$ cat src/rtl/alu_arbiter_pkg.sv
// alu_arbiter_pkg: shared types and constants for the ALU arbiter slice.
//   state_t  - arbiter FSM states
//   NUM_REQ  - number of requesters sharing the ALU
//   OP_IMM / OP_REG - RV32 opcode fields understood by alu_r32
package alu_arbiter_pkg;

    localparam int NUM_REQ = 2;

    localparam logic [6:0] OP_IMM = 7'b0010011;
    localparam logic [6:0] OP_REG = 7'b0110011;

    typedef enum logic [1:0] {
        IDLE = 2'd0,
        EXEC = 2'd1,
        RESP = 2'd2
    } state_t;

endpackage

$ cat src/rtl/rr_arbiter_2.sv
// rr_arbiter_2: combinational two-way round-robin grant.
//   req       in  per-requester request
//   prio      in  requester that wins when both request
//   enable    in  grant allowed this cycle
//   grant     out one-hot grant (all zero when disabled or no request)
//   grant_idx out index of the winning requester
// Holds no state; the caller owns and advances prio.
module rr_arbiter_2
    import alu_arbiter_pkg::*;
(
    input  logic [NUM_REQ-1:0] req,
    input  logic               prio,
    input  logic               enable,
    output logic [NUM_REQ-1:0] grant,
    output logic               grant_idx
);

    always_comb begin
        // Requester 1 wins when it is alone or when both request and it holds priority.
        grant_idx = req[1] & (~req[0] | prio);
        grant     = '0;
        if (enable && (req != '0)) begin
            grant[grant_idx] = 1'b1;
        end
    end

endmodule

$ cat src/rtl/alu_arbiter.sv
// alu_arbiter: shares one single-cycle alu_r32 between the execute stage (req 0)
// and the debug port (req 1). One operation in flight at a time.
//   clk, rst                  clock, asynchronous active-low reset
//   req_*_i / req_ready_o     per-requester valid/ready request channel
//   rsp_*                     valid/ready response with result, requester id and tag
//   alu_data1/2_o, alu_op_o   registered operands driving alu_r32
//   alu_result_i              combinational alu_r32 result
//   op_count_o                completed response handshakes (wraps)
module alu_arbiter
    import alu_arbiter_pkg::*;
#(
    parameter int XLEN  = 32,
    parameter int TAG_W = 4,
    parameter int CNT_W = 16
) (
    input  logic                            clk,
    input  logic                            rst,
    input  logic [NUM_REQ-1:0]              req_valid_i,
    output logic [NUM_REQ-1:0]              req_ready_o,
    input  logic [NUM_REQ-1:0][XLEN-1:0]    req_data1_i,
    input  logic [NUM_REQ-1:0][XLEN-1:0]    req_data2_i,
    input  logic [NUM_REQ-1:0][XLEN-1:0]    req_op_i,
    input  logic [NUM_REQ-1:0][TAG_W-1:0]   req_tag_i,
    output logic                            rsp_valid_o,
    input  logic                            rsp_ready_i,
    output logic [XLEN-1:0]                 rsp_result_o,
    output logic                            rsp_id_o,
    output logic [TAG_W-1:0]                rsp_tag_o,
    output logic [XLEN-1:0]                 alu_data1_o,
    output logic [XLEN-1:0]                 alu_data2_o,
    output logic [XLEN-1:0]                 alu_op_o,
    input  logic [XLEN-1:0]                 alu_result_i,
    output logic [CNT_W-1:0]                op_count_o
);

    state_t             state;
    logic               prio;
    logic [NUM_REQ-1:0] grant;
    logic               gidx;

    rr_arbiter_2 u_arb (
        .req       (req_valid_i),
        .prio      (prio),
        .enable    (state == IDLE),
        .grant     (grant),
        .grant_idx (gidx)
    );

    assign req_ready_o = grant;
    assign rsp_valid_o = (state == RESP);

    // id and tag are captured at accept time so they stay stable through RESP
    // regardless of what the requesters present afterwards.
    always_ff @(posedge clk or negedge rst) begin
        if (!rst) begin
            state        <= IDLE;
            prio         <= 1'b0;
            alu_data1_o  <= '0;
            alu_data2_o  <= '0;
            alu_op_o     <= '0;
            rsp_result_o <= '0;
            rsp_id_o     <= 1'b0;
            rsp_tag_o    <= '0;
            op_count_o   <= '0;
        end else begin
            case (state)
                IDLE: begin
                    if (grant != '0) begin
                        alu_data1_o <= req_data1_i[gidx];
                        alu_data2_o <= req_data2_i[gidx];
                        alu_op_o    <= req_op_i[gidx];
                        rsp_tag_o   <= req_tag_i[gidx];
                        rsp_id_o    <= gidx;
                        prio        <= ~gidx;
                        state       <= EXEC;
                    end
                end
                EXEC: begin
                    rsp_result_o <= alu_result_i;
                    state        <= RESP;
                end
                RESP: begin
                    if (rsp_ready_i) begin
                        op_count_o <= op_count_o + CNT_W'(1);
                        state      <= IDLE;
                    end
                end
                default: state <= IDLE;
            endcase
        end
    end

endmodule
$ cat config.mk
export PLATFORM = sky130hd
export DESIGN_NAME = alu_arbiter
export DESIGN_NICKNAME = d
export VERILOG_FILES = /design/src/rtl/alu_arbiter_pkg.sv /design/src/rtl/rr_arbiter_2.sv /design/src/rtl/alu_arbiter.sv
export SDC_FILE = /design/constraint.sdc
export NUM_CORES = 1
export LEC_CHECK = 0
export ABC_AREA = 1
export BUFFER_PORTS_ARGS = -buffer_cell sky130_fd_sc_hd__buf_4
export CAP_MARGIN = 20
export CELL_PAD_IN_SITES_DETAIL_PLACEMENT = 1
export CELL_PAD_IN_SITES_GLOBAL_PLACEMENT = 1
export CORE_MARGIN = 3
export CORE_UTILIZATION = 27
export DETAILED_ROUTE_END_ITERATION = 10
export MAX_ROUTING_LAYER = met4
export PLACE_DENSITY = 0.73
export SETUP_SLACK_MARGIN = 0.2
export SYNTH_ARGS = -nofsm -noshare
export SYNTH_HDL_FRONTEND = slang
export SYNTH_SLANG_ARGS = --single-unit
$ cat constraint.sdc
create_clock -name clk -period 1.35 [get_ports clk]
set_input_delay 0.27 -clock clk [delete_from_list [all_inputs] [get_ports clk]]
set_output_delay 0.27 -clock clk [all_outputs]
set_load 0.01 [all_outputs]
==> out/metrics.yaml <==
violations: "setup timing"
drc: 0
cp-start-kind: "register"
cts_tree: "yes"
rsz0062_at_grt: "true"
rows: 56
synth_area_per_cell_um2: 8.89
status: "finished, violations left"
die-area_um2: 26100
criticalPathCategory: "reg -> out"
start_util_pct: 27.7
crit_chain: "inv_2, o211ai_4, nor2_4, buf_12, buf_6"
drv_slew: 0
hold_violations: 0
synth_top_family_by_area: "simple AND/OR/NAND/NOR gates"
overflow: 0
synth_xor_area_share_pct: 1.21
synth_seq_cells: 152
port_buffers: 388
synth-simple-area-share_pct: 29.7
peakVddDrop_v: 0.000732
cp.arrival_ns: 1.39
synth-edff-count: 0
via_per_inst: 4.55
die_w_um: 162
cp_max_fo: 4
grt_pass1_wl_mm: 40.8
leakage_nw: 5.83
relSlewSlack_pct: 76.4
fp.dieH_um: 162
route.vias.total: 6825
setup_slack_ns: -0.311
antenna_found_initial: 0
synth_area_um2: 6530
synthCells: 735
crit_end: "req_ready_o[0]"
placed_cells_incl_taps: 1450
cp-startpoint: "state[0]"
wirelength_mm: 26.7
area_delta_synth_final_pct: 73.9
dp_slack_ns: -0.0882
power.density_nw_per_um2: 2170
yosysSeqAreaShare_pct: 58.2
dp_hpwl_mm: 19.9
cts_made_buffers: 17
fmax_mhz: 602
layout.cells.non_filler: 1501
critPathCaptureType: "output port"
min_period_ns: 1.66
cp_slowest_stage_delay_ns: 0.38
clk_latency_ns: 0.42
hold_class: "in -> reg"
rr_startpoint: "prio"
worstReg2RegEnd: "alu_op_o[4]"
htreeDepth: 4
drive_above_1_share_pct: 48.6
synth_top_area_share_pct: 58.2
yosysWarnings: 0
synth-async-reset-ratio_pct: 100
wire_per_inst_um: 17.8
cts.clk_slew.worst_paths_ns: 0.07
path_delay_family: "flip-flops"
yosys.cell_types.count: 24
path_buf_inv: 3
slowest_stage: "dfrtp_1"
synth_most_common_cell: "nand2_1"
synth_fa_ha_area_share_pct: 0.192
clock-root-buffer: "clkbuf_16"
fin_skew_ns: 0.0101
syn_nets: 973
max_slew.worst_pin.slew_ns: 0.354
regToRegSetupSlack_ns: -0.26
finalCritPeriodShare_pct: 123
worst-r2r-cell-count: 12
synth_compound_area_share_pct: 0.805
setup_violations: 136
ys.flop_type: "dfrtp_1"
layout.nets: 1408
cp_num_cells: 5
grt_pass1_vias: 7541
drv_cap: 0
timing.hold.ws_ns: 0.0519
ios: 389
n_antenna_cell: 0
grt_max_degree: 44
clock_path_buffers: 2
drt_iter0_drc: 290
dr.pass1.iters: 4
crit_required_ns: 1.08
clkSinkCount: 152
holdPathStages: 3
core_area_um2: 23600
synthMuxAreaShare_pct: 5.52
ant_nets: 0
yosys-top-cells-area: "dfrtp_1 58%, nand2_1 19%, nand3_1 8.3%"
synth_top_area_cell: "dfrtp_1"
synth_common_cells: "338 x nand2_1, 152 x dfrtp_1, 108 x nand3_1, 32 x mux2_2, 27 x buf_2"
grt_util_all_layers_pct: 20.7
finalWeightedCongestion: 0.824
## cells in the final DEF (no fill, tap or decap), types with 6 or more instances in the layout
cell type,n
buf_12,14
buf_4,393
buf_6,39
clkbuf_16,17
dfrtp_1,145
dfrtp_2,7
inv_1,18
inv_2,7
mux2_2,31
nand2_1,318
nand2_2,16
nand3_1,101
nand3_2,7
nor2_1,9
nor2_4,6
## report_power, final
group / internal [W] / total (W) / switching, W
sequential: 0.00666 / 0.00794 / 0.00128
combinational: 0.00604 / 0.0116 / 0.00557
clock: 0.00299 / 0.00507 / 0.00208
## worst reg2reg max path, delay by kind of cell, from the launching register on
family	cells	cell delay, ns
buffers and inverters	8	0.88
AOI/OAI and AO/OA	1	0.07
and+or+nand+nor	3	0.16
DFF	1	0.37
## what timing repair did
action                     CTS  global route
setup endpoints to repair  297           302
hold buffers                 1             0
gates cloned                 2             0
setup buffers               14             3
pin swaps                   14            14
hold endpoints to repair    26             0
gates resized for setup     68            34
## layer usage
metal	vias to the layer above	GRT usage (%)	wire, um
li1	3203	-	-
met1	3314	23.8	10600
met2	264	35.0	13500
met3	44	5.59	1810
met4	0	7.00	731
met5	-	-	0
## through the flow
| stage | power (W) | util (%) | cell area (um^2) | setup TNS [ns] |
|---|---|---|---|---|
| floorplan | 0.0128 | - | 6650 | 0 |
| global placement | 0.0185 | 43.2 | 10200 | -3.53 |
| detailed placement | 0.0189 | 43.2 | 10200 | -4.30 |
| CTS | 0.0247 | 47.5 | 11200 | -17.96 |
| global route | 0.0263 | 48.1 | 11400 | -28.74 |
| finish | 0.0246 | 48.1 | 11400 | -16.60 |
## how the worst min path moves through the flow
stage,start,endpoint
CTS,req_tag_i[0],rsp_tag_o[0]
finish,req_tag_i[0],rsp_tag_o[0]
floorplan,rst,alu_data1_o[0]
global placement,rst,alu_data1_o[1]
global route,req_data2_i[22],alu_data2_o[22]
detailed placement,rst,op_count_o[11]
## kinds of logic after synthesis
group                      Yosys count
AOI/OAI and AO/OA                    6
xor gates and xnor gates             9
adders and majority gates            1
buffers and inverters               62
DFF                                152
muxes                               32
and+or+nand+nor                    473
## registers in the layout, indices dropped and copies added, names as in the netlist
register,cells
op_count_o,16
state,2
rsp_id_o,1
alu_data1_o,32
rsp_result_o,32
rsp_tag_o,4
alu_data2_o,32
alu_op_o,32
prio,1
## final cells by class
type                            instances  area (um^2)
Fill cell                            2742        12300
Sequential cell                       152         3810
Timing Repair Buffer                  452         3780
Multi-Input combinational cell        521         2650
Clock buffer                           19          443
Tap cell                              319          399
Clock inverter                         12          168
Inverter                               26          100
No activity file was read; power rests on OpenSTA's default activity.
